--- src/rtl/cmos_stream_pkg.sv ---
// rtl/cmos_stream_pkg.sv - shared codes, colours, ROI bounds and default timing for the pattern source
package cmos_stream_pkg;

    // Counter widths for col/row and the pixel-slot phase (WR_EVERY <= 4).
    localparam int CW = 10;
    localparam int PW = 2;

    typedef enum logic [1:0] {
        PAT_BARS  = 2'd0,
        PAT_RAMP  = 2'd1,
        PAT_CHECK = 2'd2,
        PAT_BOX   = 2'd3
    } pat_e;

    typedef enum logic [2:0] {
        ST_IDLE   = 3'd0,
        ST_VSYNC  = 3'd1,
        ST_VBACK  = 3'd2,
        ST_ACTIVE = 3'd3,
        ST_HBLANK = 3'd4,
        ST_VFRONT = 3'd5
    } state_e;

    localparam logic [15:0] RGB_WHITE   = 16'hFFFF;
    localparam logic [15:0] RGB_YELLOW  = 16'hFFE0;
    localparam logic [15:0] RGB_CYAN    = 16'h07FF;
    localparam logic [15:0] RGB_GREEN   = 16'h07E0;
    localparam logic [15:0] RGB_MAGENTA = 16'hF81F;
    localparam logic [15:0] RGB_RED     = 16'hF800;
    localparam logic [15:0] RGB_BLUE    = 16'h001F;
    localparam logic [15:0] RGB_BLACK   = 16'h0000;

    // 112x112 window seen by the ROI binariser.
    localparam logic [CW-1:0] ROI_COL_MIN = 10'd184;
    localparam logic [CW-1:0] ROI_COL_MAX = 10'd295;
    localparam logic [CW-1:0] ROI_ROW_MIN = 10'd80;
    localparam logic [CW-1:0] ROI_ROW_MAX = 10'd191;

    localparam int DEF_H_ACTIVE      = 480;
    localparam int DEF_V_ACTIVE      = 272;
    localparam int DEF_H_BLANK       = 40;
    localparam int DEF_WR_EVERY      = 2;
    localparam int DEF_V_SYNC_LINES  = 2;
    localparam int DEF_V_BACK_LINES  = 3;
    localparam int DEF_V_FRONT_LINES = 2;

endpackage

--- src/rtl/cmos_pattern_pixel.sv ---
// rtl/cmos_pattern_pixel.sv - combinational (pattern, col, row) to RGB565 mapping
// Ports: pat selects the pattern; col/row give the pixel position; rgb is the RGB565 colour.
module cmos_pattern_pixel
    import cmos_stream_pkg::*;
#(
    parameter int H_ACTIVE = DEF_H_ACTIVE
) (
    input  pat_e          pat,
    input  logic [CW-1:0] col,
    input  logic [CW-1:0] row,
    output logic [15:0]   rgb
);

    localparam logic [CW-1:0] BAR_W = CW'(H_ACTIVE / 8);

    logic [CW-1:0] bar;
    logic [7:0]    v;
    logic          in_box;

    always_comb begin
        bar    = col / BAR_W;
        v      = col[8:1];
        in_box = (col >= ROI_COL_MIN) && (col <= ROI_COL_MAX) &&
                 (row >= ROI_ROW_MIN) && (row <= ROI_ROW_MAX);
        rgb    = RGB_BLACK;
        case (pat)
            PAT_BARS: begin
                // Any leftover columns past the eighth bar stay black.
                case (bar)
                    10'd0:   rgb = RGB_WHITE;
                    10'd1:   rgb = RGB_YELLOW;
                    10'd2:   rgb = RGB_CYAN;
                    10'd3:   rgb = RGB_GREEN;
                    10'd4:   rgb = RGB_MAGENTA;
                    10'd5:   rgb = RGB_RED;
                    10'd6:   rgb = RGB_BLUE;
                    default: rgb = RGB_BLACK;
                endcase
            end
            PAT_RAMP:  rgb = {v[7:3], v[7:2], v[7:3]};
            PAT_CHECK: rgb = (col[4] ^ row[4]) ? RGB_WHITE : RGB_BLACK;
            default:   rgb = in_box ? RGB_WHITE : RGB_BLACK;
        endcase
    end

endmodule

--- src/rtl/cmos_pattern_gen.sv ---
// rtl/cmos_pattern_gen.sv - synthetic sensor-style RGB565 frame source with selectable patterns
// Ports: m_pclk pixel clock, s_rst_n async active-low reset, enable runs frames continuously,
//        pat_sel pattern (latched per frame); m_vs/m_href/m_wr_en/m_data pixel stream,
//        frame_cnt completed-frame count.
module cmos_pattern_gen
    import cmos_stream_pkg::*;
#(
    parameter int H_ACTIVE      = DEF_H_ACTIVE,
    parameter int V_ACTIVE      = DEF_V_ACTIVE,
    parameter int H_BLANK       = DEF_H_BLANK,
    parameter int WR_EVERY      = DEF_WR_EVERY,
    parameter int V_SYNC_LINES  = DEF_V_SYNC_LINES,
    parameter int V_BACK_LINES  = DEF_V_BACK_LINES,
    parameter int V_FRONT_LINES = DEF_V_FRONT_LINES
) (
    input  logic        m_pclk,
    input  logic        s_rst_n,
    input  logic        enable,
    input  logic [1:0]  pat_sel,
    output logic [15:0] m_data,
    output logic        m_vs,
    output logic        m_href,
    output logic        m_wr_en,
    output logic [7:0]  frame_cnt
);

    localparam int L     = H_ACTIVE * WR_EVERY + H_BLANK;
    localparam int T_MAX = (V_SYNC_LINES + V_BACK_LINES + V_FRONT_LINES) * L;
    localparam int TW    = $clog2(T_MAX + 1);

    localparam logic [TW-1:0] T_VSYNC  = TW'(V_SYNC_LINES * L - 1);
    localparam logic [TW-1:0] T_VBACK  = TW'(V_BACK_LINES * L - 1);
    localparam logic [TW-1:0] T_VFRONT = TW'(V_FRONT_LINES * L - 1);
    localparam logic [TW-1:0] T_HBLANK = TW'(H_BLANK - 1);
    localparam logic [PW-1:0] PH_LAST  = PW'(WR_EVERY - 1);
    localparam logic [CW-1:0] COL_LAST = CW'(H_ACTIVE - 1);
    localparam logic [CW-1:0] ROW_LAST = CW'(V_ACTIVE - 1);

    state_e        state, state_nxt;
    logic [TW-1:0] tmr, tmr_nxt;
    logic [CW-1:0] col, col_nxt, row, row_nxt;
    logic [PW-1:0] phase, phase_nxt;
    pat_e          pat_q, pat_nxt;
    logic [7:0]    frame_nxt;
    logic          vs_nxt, href_nxt, wr_nxt;
    logic [15:0]   pix, data_nxt;

    // The pixel is looked up from the next-cycle position so that the
    // registered m_data lines up with the registered m_wr_en.
    cmos_pattern_pixel #(.H_ACTIVE(H_ACTIVE)) u_pixel (
        .pat (pat_nxt),
        .col (col_nxt),
        .row (row_nxt),
        .rgb (pix)
    );

    always_ff @(posedge m_pclk or negedge s_rst_n) begin
        if (!s_rst_n) begin
            state     <= ST_IDLE;
            tmr       <= '0;
            col       <= '0;
            row       <= '0;
            phase     <= '0;
            pat_q     <= PAT_BARS;
            frame_cnt <= '0;
            m_vs      <= 1'b0;
            m_href    <= 1'b0;
            m_wr_en   <= 1'b0;
            m_data    <= '0;
        end else begin
            state     <= state_nxt;
            tmr       <= tmr_nxt;
            col       <= col_nxt;
            row       <= row_nxt;
            phase     <= phase_nxt;
            pat_q     <= pat_nxt;
            frame_cnt <= frame_nxt;
            m_vs      <= vs_nxt;
            m_href    <= href_nxt;
            m_wr_en   <= wr_nxt;
            m_data    <= data_nxt;
        end
    end

    always_comb begin
        state_nxt = state;
        tmr_nxt   = tmr + TW'(1);
        col_nxt   = col;
        row_nxt   = row;
        phase_nxt = phase;
        pat_nxt   = pat_q;
        frame_nxt = frame_cnt;
        case (state)
            ST_IDLE: begin
                tmr_nxt = '0;
                if (enable) begin
                    state_nxt = ST_VSYNC;
                    pat_nxt   = pat_e'(pat_sel);
                end
            end
            ST_VSYNC: begin
                if (tmr == T_VSYNC) begin
                    state_nxt = ST_VBACK;
                    tmr_nxt   = '0;
                end
            end
            ST_VBACK: begin
                if (tmr == T_VBACK) begin
                    state_nxt = ST_ACTIVE;
                    tmr_nxt   = '0;
                    col_nxt   = '0;
                    row_nxt   = '0;
                    phase_nxt = '0;
                end
            end
            ST_ACTIVE: begin
                // Line length is set by col/phase; the timer is parked at 0
                // so HBLANK starts counting from zero.
                tmr_nxt = '0;
                if (phase == PH_LAST) begin
                    phase_nxt = '0;
                    if (col == COL_LAST) begin
                        state_nxt = ST_HBLANK;
                    end else begin
                        col_nxt = col + CW'(1);
                    end
                end else begin
                    phase_nxt = phase + PW'(1);
                end
            end
            ST_HBLANK: begin
                if (tmr == T_HBLANK) begin
                    tmr_nxt = '0;
                    col_nxt = '0;
                    if (row == ROW_LAST) begin
                        row_nxt   = '0;
                        state_nxt = ST_VFRONT;
                    end else begin
                        row_nxt   = row + CW'(1);
                        state_nxt = ST_ACTIVE;
                    end
                end
            end
            ST_VFRONT: begin
                if (tmr == T_VFRONT) begin
                    tmr_nxt   = '0;
                    frame_nxt = frame_cnt + 8'd1;
                    if (enable) begin
                        state_nxt = ST_VSYNC;
                        pat_nxt   = pat_e'(pat_sel);
                    end else begin
                        state_nxt = ST_IDLE;
                    end
                end
            end
            default: begin
                state_nxt = ST_IDLE;
                tmr_nxt   = '0;
            end
        endcase
    end

    always_comb begin
        vs_nxt   = (state_nxt == ST_VSYNC);
        href_nxt = (state_nxt == ST_ACTIVE);
        wr_nxt   = href_nxt && (phase_nxt == '0);
        data_nxt = wr_nxt ? pix : 16'h0000;
    end

endmodule

--- config.mk ---
export PLATFORM = sky130hd
export DESIGN_NAME = cmos_pattern_gen
export DESIGN_NICKNAME = d
export VERILOG_FILES = /design/src/rtl/cmos_stream_pkg.sv /design/src/rtl/cmos_pattern_pixel.sv /design/src/rtl/cmos_pattern_gen.sv
export SDC_FILE = /design/constraint.sdc
export NUM_CORES = 1
export LEC_CHECK = 0
export BUFFER_PORTS_ARGS = -buffer_cell sky130_fd_sc_hd__buf_2
export CORE_MARGIN = 10
export CORE_UTILIZATION = 65
export CTS_CLUSTER_DIAMETER = 60
export DETAILED_ROUTE_END_ITERATION = 16
export GPL_TIMING_DRIVEN = 0
export PLACE_DENSITY_LB_ADDON = 0.15
export SLEW_MARGIN = 25
export SYNTH_ARGS = -nofsm -noshare
export SYNTH_HDL_FRONTEND = slang
export SYNTH_HIERARCHICAL = 1
export SYNTH_SLANG_ARGS = --single-unit
--- constraint.sdc ---
create_clock -name m_pclk -period 6.85 [get_ports m_pclk]
set_input_delay 1.7125 -clock m_pclk [delete_from_list [all_inputs] [get_ports m_pclk]]
set_output_delay 1.7125 -clock m_pclk [all_outputs]
set_load 0.02 [all_outputs]
; ---- Word level (Yosys, flattened, before mapping)
; Cells that the tools add are included.
; W data, S select, Z words.
[word_totals]
out_inout_bits = 27
register_bits = 67
[classes]
div_mod_pow = 1
muxes = 34
reduce_logical = 10
bitwise = 1
n_eq_ne = 21
add_sub_neg = 5
magnitude_cmp = 4
[op_table]
columns = cell, n
row1 = $pmux W16 S7, 1
row2 = $mux W10, 7
row3 = $mux W16, 3
row4 = $pmux W16 S3, 1
row5 = $mux W13, 3
row6 = $pmux W13 S3, 1
row7 = $eq A10 B3 Y1 const B, 3
row8 = $pmux W10 S3, 1
row9 = $mux W3, 8
row10 = $add A10 B1 Y10 const B, 2
row11 = $eq A10 B2 Y1 const B, 2
row12 = $eq A10 B9 Y1 const B, 2
row13 = $pmux W10 S2, 1
row14 = $pmux W3 S6, 1
row15 = $add A13 B1 Y13 const B, 1
row16 = $eq A13 B11 Y1 const B, 1
row17 = $eq A13 B12 Y1 const B, 1
row18 = $eq A13 B6 Y1 const B, 1
row19 = $div A10 B6 Y10 const B, 1
row20 = $eq A10 B1 Y1 const B, 1
row21 = $ge A10 B7 Y1 const B, 1
row22 = $ge A10 B8 Y1 const B, 1
row23 = $le A10 B8 Y1 const B, 1
row24 = $le A10 B9 Y1 const B, 1
row25 = other kinds (17), 30

; ---- Depth between registers and ports, before layout
; Gate-level depths: netlist of the first run.
[logic_depth]
ltp_word = 11
depth_mapped = 16
depth_no_buf = 13

; ---- Cells and area by module
; The synthesis of the first run kept the hierarchy.
[by_module_without_submodules]
columns = module, area_each_um2, cells_per_inst, seq_area_each_um2, instances
row1 = cmos_pattern_gen, 3393.3, 342, 1676.6, 1
row2 = cmos_pattern_pixel, 646.9, 95, 0.0, 1

; ---- Least setup slack after synthesis of the first run
; No wires, ideal clock.
[synth_path]
path_type = input to register
start = in enable
end = reg m_data[15]
path_buffers = 0
stages = 9
required_time_ns = 6.764
slack_ns = 3.348
arrival_time_ns = 3.416
cell_sequence = and3_1 -> a21oi_1 -> mux2_2 -> or3_1 -> nor3_1 -> a311oi_2 -> nand2_1 -> nand2_1 -> nor3_1
[synth_via]
elab_chain_cells = 6
elab_cells_between_ends = 14
cone_classes = 3 x eq/ne / 9 x mux / 2 x reduce/logical
[synth_rtl]
columns = item, line_no
row1 = start: declaration, cmos_pattern_gen.sv:18  ; input logic enable,
row2 = $mux W2 *, "cmos_pattern_gen.sv:96, cmos_pattern_gen.sv:148"
row3 = $mux W2, cmos_pattern_gen.sv:145  ; if (tmr == T_VFRONT) begin
row4 = $pmux W2 S2 *, cmos_pattern_gen.sv:93  ; case (state)
row5 = named net pat_nxt[1], cmos_pattern_gen.sv:43  ; pat_e pat_q, pat_nxt;
row6 = $eq A2 B2 Y1 (tied with other cells), cmos_pattern_pixel.sv:26  ; case (pat)
row7 = $pmux W16 S3 *, cmos_pattern_pixel.sv:26
row8 = named net pix[15], cmos_pattern_gen.sv:46  ; logic [15:0] pix, data_nxt;
row9 = $mux W16 *, cmos_pattern_gen.sv:167  ; data_nxt = wr_nxt ? pix : 16'h0000;
row10 = named net data_nxt[15], cmos_pattern_gen.sv:46
row11 = end signal: assignment, cmos_pattern_gen.sv:81  ; m_data <= data_nxt;
row12 = end: declaration, cmos_pattern_gen.sv:20  ; output logic [15:0] m_data,
; Mark *: on every way through the listed nets, which the timed path passes. The rest lies on a longest branch.
; A chain may end at the register's enable or synchronous reset.

; ---- Final worst setup path of the first run
[layout_path]
start = reg tmr[0]
end = reg m_data[1]
[layout_via]
elab_chain_cells = 10
elab_cells_between_ends = 45
cone_classes = 1 x div / 4 x order compare / 12 x eq/ne / 20 x mux / 1 x bitwise / 7 x reduce/logical
[layout_rtl]
columns = item, line_no
row1 = start: declaration, cmos_pattern_gen.sv:40  ; logic [TW-1:0] tmr, tmr_nxt;
row2 = start signal: assignment, cmos_pattern_gen.sv:72  ; tmr <= tmr_nxt;
row3 = $eq A13 B6 Y1 / $eq A13 B12 Y1 (equally long branches), "cmos_pattern_gen.sv:132, cmos_pattern_gen.sv:108"
row4 = "$mux W10, on equally long branches", "cmos_pattern_gen.sv:132, cmos_pattern_gen.sv:108"
row5 = $pmux W10 S3 *, cmos_pattern_gen.sv:93
row6 = named net col_nxt[3], cmos_pattern_gen.sv:41  ; logic [CW-1:0] col, col_nxt, row, row_nxt;
row7 = "parallel branches: the longest is 5 deep, another holds $div A10 B6 Y10", -
row8 = $pmux W16 S3 *, cmos_pattern_pixel.sv:26
row9 = named net pix[1], cmos_pattern_gen.sv:46
row10 = $mux W16 *, cmos_pattern_gen.sv:167
row11 = named net data_nxt[1], cmos_pattern_gen.sv:46
; Mark *: on every way through the listed nets, which the timed path passes.

==> results of run 1 <==
## per-stage QoR
step / utilization / area, sq um / hold WS, ns / cells / worst slack, ns
after detailed placement: 0.716 / 4290 / 0.465 / 543 / 2.88
final: 0.754 / 4520 / 0.466 / 559 / 2.89
after global routing: 0.754 / 4520 / 0.501 / 559 / 2.67
after CTS: 0.754 / 4520 / 0.478 / 559 / 2.99
after global placement: 0.716 / 4290 / 0.456 / 543 / 2.98
after floorplan: - / 4040 / 0.452 / 437 / 3.35
## synthesized netlist by cell type, types with 4 or more instances
master / n / area (sq um)
buf_6: 5 / 56.3
nor2_1: 39 / 146
xor2_1: 8 / 70.1
buf_2: 6 / 30.0
nor3_1: 15 / 75.1
nor2b_1: 6 / 37.5
and4_1: 4 / 35.0
ha_1: 4 / 50.1
nand3_1: 17 / 85.1
xnor2_1: 14 / 123
o31ai_1: 5 / 37.5
nand4_1: 14 / 87.6
dfrtp_1: 67 / 1680
a31oi_1: 11 / 68.8
nor3_2: 12 / 120
clkbuf_1: 9 / 33.8
o21ai_0: 26 / 130
inv_1: 11 / 41.3
nand2_1: 49 / 184
nand2b_1: 7 / 43.8
mux2_2: 5 / 56.3
a21oi_1: 24 / 120
o211ai_1: 8 / 60.1
## registers in the layout, summed over array words and instances, names as in the netlist
name,flops
m_href,1
frame_cnt,8
phase,2
row,10
m_vs,1
m_data,16
m_wr_en,1
pat_q,2
col,10
tmr,13
state,3
## how the worst max path moves through the flow
stage | startpoint | to | slack [ns] | cells past startpoint
after CTS | tmr[0] | m_data[1] | 2.99 | 13
after detailed placement | enable | m_data[1] | 2.88 | 10
final | tmr[0] | m_data[1] | 2.89 | 13
after floorplan | enable | m_data[15] | 3.35 | 9
after global routing | tmr[0] | m_data[4] | 2.67 | 13
after global placement | enable | m_data[1] | 2.98 | 10
## logic make-up after synthesis
group,count (synthesis),share of synthesized area
AO/OA/AOI/OAI,108,0.188
XOR/XNOR,22,0.0477
buffers and inverters,36,0.0539
AND/OR/NAND/NOR,194,0.266
flip-flops,67,0.415
adder cells (fa/ha/maj),4,0.0124
multiplexers,6,0.0164
## critical path: stages (launching register included)
cell and delay [ns]:
dfrtp_1 0.41, ha_1 0.25, nor4b_2 0.20, nand4_1 0.16, clkbuf_1 0.38, o22ai_1 0.22
a21oi_1 0.67, a31oi_1 0.17, or3b_4 0.43, a2111oi_4 0.42, nor2_2 0.14, o211ai_1 0.17
nand2_1 0.09, nor3_1 0.17
## where the power goes
part           switching, mW  internal [mW]
combinational         0.0168        0.00638
sequential          0.000107          0.396
clock                  0.144          0.224
## layout make-up
| class | instances | share of cell area |
|---|---|---|
| inverter | 11 | 0.00914 |
| tap | 75 | 0.0208 |
| clock inverter | 4 | 0.0161 |
| buffer | 25 | 0.0390 |
| timing repair buffer | 31 | 0.0349 |
| sequential | 67 | 0.371 |
| clock buffer | 12 | 0.0343 |
| multi-input combinational | 334 | 0.475 |
## routing by layer
metal  up-vias  track usage
met5         -            0
met4         0       0.0761
met3        21       0.0419
met2       162        0.288
met1      1669        0.246
li1       1692            -
==> reports/qor.yml, run 1 <==
run_status:
  status: "completed"
worst_setup_path:
  rr_worst_depth: 13
  timing.rr.start: "tmr[0]"
  crit_path_max_fanout: 10
  start_kind: "register"
  r2r-end: "m_data[1]"
  required_ns: 7.10
  worstSetupPathType: "register to register"
  crit_arrival_ns: 4.21
  reg2reg_setup_slack_ns: 2.89
  end_kind: "register"
floorplanning:
  core_area_sq_mm: 0.00599
  die_w_microns: 98.8
  initial_core_util: 0.674
  io_pins: 32
  die-area_sq_mm: 0.00977
  fp-row-count: 28
  die_h_microns: 98.8
run:
  maxCapViolCount: 0
timing:
  skew_ns: 0.00662
  fmax_ghz: 0.253
  rsz0062_at_grt: "false"
  tightest_slew_ns: 0.806
  slew_headroom: 0.463
  post-route-period-util: 0.578
  setup_tns_ns: 0
  finalSetupViolations: 0
  hold_viol_final: 0
  slew_viol_final: 0
  post-route-min-period_ns: 3.96
clock_network:
  path_clk_slew_ns: 0.07
  cts_buffers: 9
  root_buffer: "clkbuf_8"
  cts_buffer_depth: 2
  tritoncts: "yes"
  clk_latency_ns: 0.34
  cts_resized: 0
  cts.htree.levels: 3
  cts_sinks: 67
  post_cts_buffers: 0
  hold_buffers: 0
detailed_routing:
  avgRoutedWirePerCell_microns: 16.4
  route.vias.total: 3544
  top_layer: "met4"
  firstDrtPassIters: 5
  drc_errors: 0
  wl_met3_microns: 673
  met1Wirelength_microns: 4060
  drtIter0Drc: 342
  via_per_inst: 6.34
  ant_nets: 0
  dr_wl_met2_microns: 4240
  wirelength_microns: 9180
cells_and_area:
  final_cell_mix: "dfrtp_1, nand2_1, nor2_1, buf_2, o21ai_0"
  syn_to_final_growth_pct: 11.9
  n_fill_cell: 440
  antennaDiodeCount: 0
  multi_input_area_sq_mm: 0.00215
  final_common_cell: "dfrtp_1"
  drive_gt1_frac: 0.190
  regArea_sq_mm: 0.00168
  nets: 488
synthesis:
  synthCells: 437
  synth_warnings: 6
  async_flop_share: 1.00
  synth_seq_area_share: 0.415
  synth_flop_cell: "dfrtp_1"
  synth_edf_count: 0
  synth.distinct_cells: 67
  synth_fp_nets: 446
  syn_area_per_cell_sq_um: 9.25
  ys_ff_latch: 67
  syn-cell-area_sq_mm: 0.00404
global_route:
  grt_max_degree: 68
  grt-ovfl-total: 0
  grt_pass1_vias: 3234
  grt_first_pass_wirelength_microns: 15400
  grt_usage: 0.186
  antenna_found_initial: 0
pwr:
  power_leakage_nw: 2.04
  max-vdd-ir-drop_mv: 0.150
  p_per_area_mw_per_mm2: 174
  finalPower_mw: 0.788
place:
  port_buffers: 31
  routabilityCongestion: 0.873
  dp_hpwl_microns: 6510
hold_path:
  hp-start: "frame_cnt[7]"
  hold_path_depth: 1
  min_to: "frame_cnt[7]"
  hold_path_class: "register to register"
Note: power is estimated with default switching activity, not from simulation.
==> run 2, diff against run 1 <==
--- a/config.mk
+++ b/config.mk
@@ -7,7 +7,7 @@
 export LEC_CHECK = 0
 export BUFFER_PORTS_ARGS = -buffer_cell sky130_fd_sc_hd__buf_2
 export CORE_MARGIN = 10
-export CORE_UTILIZATION = 65
+export CORE_UTILIZATION = 60
 export CTS_CLUSTER_DIAMETER = 60
 export DETAILED_ROUTE_END_ITERATION = 16
 export GPL_TIMING_DRIVEN = 0
==> constraint.sdc (replaced) <==
create_clock -name m_pclk -period 4 [get_ports m_pclk]
set_input_delay 1 -clock m_pclk [delete_from_list [all_inputs] [get_ports m_pclk]]
set_output_delay 1 -clock m_pclk [all_outputs]
set_load 0.02 [all_outputs]
==> reports/qor.yml, run 2 (synthesized netlist as in run 1, its figures left out) <==
floorplanning:
  initial_core_util: 0.626  # -0.0489
  die-area_sq_mm: 0.0104  # +6.6%
  die_h_microns: 102  # +3.3%
  core_area_sq_mm: 0.00646  # +7.8%
  io_pins: 32  # unchanged
  die_w_microns: 102  # +3.3%
  fp-row-count: 29  # +3.6%
clock_network:
  cts.htree.levels: 3  # unchanged
  cts_buffers: 9  # unchanged
  cts_sinks: 67  # unchanged
  hold_buffers: 0  # unchanged
  clk_latency_ns: 0.35  # about the same
  tritoncts: "yes"
  path_clk_slew_ns: 0.08  # about the same
  cts_buffer_depth: 2  # unchanged
  root_buffer: "clkbuf_8"
pwr:
  swShare: 0.241  # +0.0369
  power.switching_mw: 0.312  # +94%
  p_per_area_mw_per_mm2: 284  # +63%
  seq_power_share: 0.524  # +0.021
  clkPwrFrac: 0.443  # -0.025
  max-vdd-ir-drop_mv: 0.186  # +24%
  pwr-share-comb: 0.033  # +0.004
  p_int_mw: 0.982  # +57%
  power_leakage_nw: 2.04  # +0.14%
cells_and_area:
  n_fill_cell: 509  # +16%
  largest_register: "m_data"
  stdcell_count: 563  # +0.72%
  final_common_cell: "dfrtp_1"
  nets: 490  # +0.41%
  antennaDiodeCount: 0  # unchanged
  largest_register_ffs: 16  # unchanged
  syn_to_final_growth_pct: 12.7
  final_util: 0.705  # -0.0496
  largestRegisters: "m_data (16), tmr (13)"
  final_cell_mix: "dfrtp_1, nand2_1, nor2_1, buf_2, o21ai_0"
  drive_gt1_frac: 0.206  # +0.0157
detailed_routing:
  drc_errors: 0  # unchanged
  firstDrtPassIters: 5  # unchanged
  drtIter0Drc: 305  # -11%
  via_per_inst: 6.29  # -0.79%
  met1Wirelength_microns: 4380  # +7.9%
  top_layer: "met4"
  wirelength_microns: 9470  # +3.2%
  route.vias.total: 3541  # -0.085%
  dr_wl_met2_microns: 4340  # +2.5%
  wl_met3_microns: 593  # -12%
  avgRoutedWirePerCell_microns: 16.8  # +2.5%
  ant_nets: 0  # unchanged
global_route:
  grt-ovfl-total: 0  # unchanged
  grt_first_pass_wirelength_microns: 15200  # -1.4%
  grt_pass1_vias: 3161  # -2.3%
  antenna_found_initial: 0  # unchanged
  grt_usage: 0.180  # -0.00636
  grt_max_degree: 37  # -46%
place:
  numPlacedInstances: 546  # +0.55%
  dp_hpwl_microns: 6880  # +5.6%
  routabilityCongestion: 0.886  # +1.5%
  port_buffers: 31  # unchanged
hold_path:
  hold_path_class: "register to register"
  hold_path_depth: 1  # unchanged
  hp-start: "frame_cnt[7]"
worst_setup_path:
  end_kind: "register"
  crit_arrival_ns: 3.99  # -0.22 ns
  timing.rr.start: "tmr[0]"
  start_kind: "register"
  required_ns: 4.26  # -2.84 ns
  crit_path_max_fanout: 10  # unchanged
  setup.worst_path.start: "tmr[0]"
  worstSetupPathType: "register to register"
  reg2reg_setup_slack_ns: 0.28  # -2.62 ns
  rr_worst_depth: 14  # +1
run:
  maxCapViolCount: 0  # unchanged
timing:
  slew_viol_final: 0  # unchanged
  rsz0062_at_grt: "false"
  post-route-period-util: 0.931  # +0.353
  tightest_slew_ns: 0.719  # -0.0873 ns
  post-route-min-period_ns: 3.72  # -0.232 ns
  hold_viol_final: 0  # unchanged
  finalSetupViolations: 0  # unchanged
  skew_ns: 0.00943  # +0.00281 ns
  fmax_ghz: 0.268  # +6.2%
  slew_headroom: 0.520  # +0.0571
  setup_tns_ns: 0  # unchanged
run_status:
  status: "completed"
run 2: cell count changes in the layout (fill, tap and decap cells not counted), moves of 2 or more:
cell	change
inv_6	+2
clkbuf_8	-2
a21oi_1	-3
a21oi_2	+3
run 2: area by class of cell:
cell class              count  area (sq um)  share of cell area
multi-input cells         334          2180               0.479
flip-flops and latches     67          1680               0.368
repair buffers             33           185              0.0407
plain buffers              25           176              0.0388
clock buffers               9           124              0.0272
well taps                  77          96.3              0.0212
clock inverters             7          73.8              0.0162
inverters                  11          41.3             0.00907
run 2: final timing paths:
kind,end
min reg2reg,frame_cnt[7]
max,m_data[15]
min in group asynchronous,frame_cnt[5]
max reg2reg,m_data[15]
min,frame_cnt[7]
max in group asynchronous,state[0]
run 2: power groups by stage:
stage | combinational, mW | sequential (mW) | clock, mW
floorplan | 0.0203 | 0.691 | 0
global placement | 0.0395 | 0.691 | 0
detailed placement | 0.0427 | 0.691 | 0
CTS | 0.0429 | 0.678 | 0.576
global route | 0.0495 | 0.678 | 0.603
finish | 0.0430 | 0.678 | 0.574
run 2: routing by layer:
metal	GRT usage	vias up
met5	0	-
met4	0.0672	0
met3	0.0331	16
met2	0.271	129
met1	0.251	1702
li1	-	1694
run 2: stage by stage:
step                      instance area [sq um]  total power, mW  hold slack (ns)  worst slack, ns
final                                      4550             1.29            0.474            0.275
after global routing                       4550             1.33            0.512           0.0562
after CTS                                  4510             1.30            0.478            0.116
after detailed placement                   4310            0.734            0.468            0.166
after global placement                     4290            0.731            0.458            0.225
after floorplan                            4040            0.712            0.452            0.831
run 2: what timing repair did:
action                                  in CTS  in global routing
endpoints found under the setup margin       0                 16
setup buffers                                0                  1
resized for setup                            0                  7
run 2: critical path: stages, from the launching register on:
cell	delay, ns
dfrtp_1	0.41
ha_1	0.25
nor4b_4	0.16
nand4_1	0.16
clkbuf_1	0.43
o22ai_2	0.21
a21oi_2	0.43
a31oi_1	0.15
or3b_4	0.41
a2111oi_4	0.47
a311oi_2	0.07
buf_4	0.19
nand2_1	0.08
nand2_1	0.05
nor3_1	0.15
==> run 3, diff against run 2 <==
--- a/config.mk
+++ b/config.mk
@@ -7,7 +7,7 @@
 export LEC_CHECK = 0
 export BUFFER_PORTS_ARGS = -buffer_cell sky130_fd_sc_hd__buf_2
 export CORE_MARGIN = 10
-export CORE_UTILIZATION = 60
+export CORE_UTILIZATION = 53
 export CTS_CLUSTER_DIAMETER = 60
 export DETAILED_ROUTE_END_ITERATION = 16
 export GPL_TIMING_DRIVEN = 0
==> reports/qor.yml, run 3 (synthesized netlist as in run 1, its figures left out) <==
run_status:
  status: "completed"
worst_setup_path:
  required_ns: 4.20  # -0.06 ns
  max_stage_delay_ns: 0.40  # -0.07 ns
  crit_path_max_fanout: 10  # unchanged
  end_kind: "register"
  crit_arrival_ns: 3.84  # -0.15 ns
  worstSetupPathType: "register to register"
  start_kind: "register"
  critPathSlowestCell: "dfrtp_1"
  path_cells: "ha_1, nor4b_4, nand4_1, clkbuf_1, o22ai_1, a21oi_1, a41o_1, buf_2, o211a_1, nor2_1, o221ai_1, a311oi_2, nand2_1, nand2_1, nor3_1"
  cp_common_cell: "nand2_1"
timing:
  finalSetupViolations: 0  # unchanged
  post-route-min-period_ns: 3.64  # -0.0843 ns
  post-route-period-util: 0.910  # -0.0211
  skew_ns: 0.0132  # +0.00372 ns
  fmax_ghz: 0.275  # +2.3%
  rsz0062_at_grt: "false"
  setup_tns_ns: 0  # unchanged
  slew_headroom: 0.568  # +0.0479
  tightest_slew_ns: 0.642  # -0.0771 ns
  hold_viol_final: 0  # unchanged
  slew_viol_final: 0  # unchanged
floorplanning:
  fp-row-count: 31  # +6.9%
  initial_core_util: 0.551  # -0.0744
  io_pins: 32  # unchanged
  die_h_microns: 107  # +5.1%
  die-area_sq_mm: 0.0115  # +11%
  core_area_sq_mm: 0.00733  # +14%
  die_w_microns: 107  # +5.1%
cells_and_area:
  antennaDiodeCount: 0  # unchanged
  n_fill_cell: 631  # +24%
  largestRegisters: "m_data (16), tmr (13)"
  nets: 489  # -0.20%
  largest_register: "m_data"
  drive_gt1_frac: 0.202  # -0.00370
  final_common_cell: "dfrtp_1"
  final_util: 0.623  # -0.0816
  final_cell_mix: "dfrtp_1, nand2_1, nor2_1, buf_2, o21ai_0"
  largest_register_ffs: 16  # unchanged
  syn_to_final_growth_pct: 13.1
clock_network:
  cts_sinks: 67  # unchanged
  tritoncts: "yes"
  cts.htree.levels: 3  # unchanged
  cts_buffer_depth: 2  # unchanged
  hold_buffers: 0  # unchanged
  root_buffer: "clkbuf_8"
  cts_buffers: 9  # unchanged
  post_cts_buffers: 0  # unchanged
  clk_latency_ns: 0.35  # about the same
  path_clk_slew_ns: 0.08  # about the same
run:
  maxCapViolCount: 0  # unchanged
detailed_routing:
  ant_nets: 0  # unchanged
  firstDrtPassIters: 4  # -1
  avgRoutedWirePerCell_microns: 15.2  # -9.5%
  drtIter0Drc: 174  # -43%
  route.vias.total: 3424  # -3.3%
  wirelength_microns: 8890  # -6.1%
  via_per_inst: 5.86  # -6.8%
  drc_errors: 0  # unchanged
global_route:
  grt_max_degree: 39  # +5.4%
  grt_pass1_vias: 3172  # +0.35%
  grt-ovfl-total: 0  # unchanged
  grt_first_pass_wirelength_microns: 15100  # -0.32%
  antenna_found_initial: 0  # unchanged
  grt_usage: 0.158  # -0.0220
pwr:
  max-vdd-ir-drop_mv: 0.171  # -8.3%
  p_per_area_mw_per_mm2: 279  # -1.8%
  power_leakage_nw: 2.03  # -0.56%
hold_path:
  hold_path_class: "register to register"
place:
  port_buffers: 31  # unchanged
  dp_hpwl_microns: 6630  # -3.6%
  routabilityCongestion: 0.891  # +0.62%
-- run 3: changes by cell type in the layout (fill, tap and decap cells not counted), sizes merged --
cell | before | now
inv | 13 | 12
buf | 46 | 45
clkinvlp | 1 | 2
-- run 3: worst paths after layout --
kind                                    from            to  slack [ns]  depth (start not counted)
worst min register to register  frame_cnt[7]  frame_cnt[7]        0.48                          1
max in group asynchronous            s_rst_n        col[4]        2.90                          2
worst max register to register        tmr[0]    m_data[15]        0.36                         15
worst max-delay path                  tmr[0]    m_data[15]        0.36                         15
worst min-delay path            frame_cnt[7]  frame_cnt[7]        0.48                          1
min in group asynchronous            s_rst_n  frame_cnt[4]        0.57                          1
-- run 3: where the power goes --
group,switching [mW],internal (mW),leakage [nW]
sequential,0.000350,0.678,0.909
clock,0.266,0.290,0.0958
combinational,0.0285,0.0129,1.02
total,0.295,0.981,2.03
-- run 3: layout make-up --
cell class / instances / area [sq um] / area share
Multi-Input combinational cell: 334 / 2170 / 0.475
Sequential cell: 67 / 1680 / 0.367
Timing Repair Buffer: 32 / 178 / 0.0389
Buffer: 25 / 176 / 0.0386
Clock buffer: 9 / 124 / 0.0271
Tap cell: 99 / 124 / 0.0271
Clock inverter: 7 / 76.3 / 0.0167
Inverter: 11 / 41.3 / 0.00904
-- run 3: worst max-delay path, delay by kind of cell, from the launching register on --
kind	cells	cell delay (ns)
adders and majority gates	1	0.23
buffers and inverters	2	0.48
DFF	1	0.40
and+or+nand+nor	6	0.90
AOI/OAI and AO/OA	6	1.50
-- run 3: layer usage --
layer / share of wire / GRT usage / vias up
li1: - / - / 1691
met1: 0.49 / 0.213 / 1651
met2: 0.46 / 0.243 / 72
met3: 0.042 / 0.0413 / 10
met4: 0.0092 / 0.0435 / 0
met5: 0 / 0 / -
-- run 3: through the flow --
stage,cells,setup slack [ns],total power [mW],hold WS (ns),instance area [sq um]
floorplan,437,0.831,0.712,0.452,4040
global placement,567,0.246,0.730,0.457,4320
detailed placement,568,0.203,0.734,0.462,4340
CTS,584,0.161,1.29,0.478,4540
global route,584,0.00832,1.33,0.523,4570
finish,584,0.360,1.28,0.475,4570
-- run 3: timing repair --
action                                 CTS  global route
gates resized for setup                  0             6
endpoints found under the hold margin    0             0
setup endpoints to repair                0            14
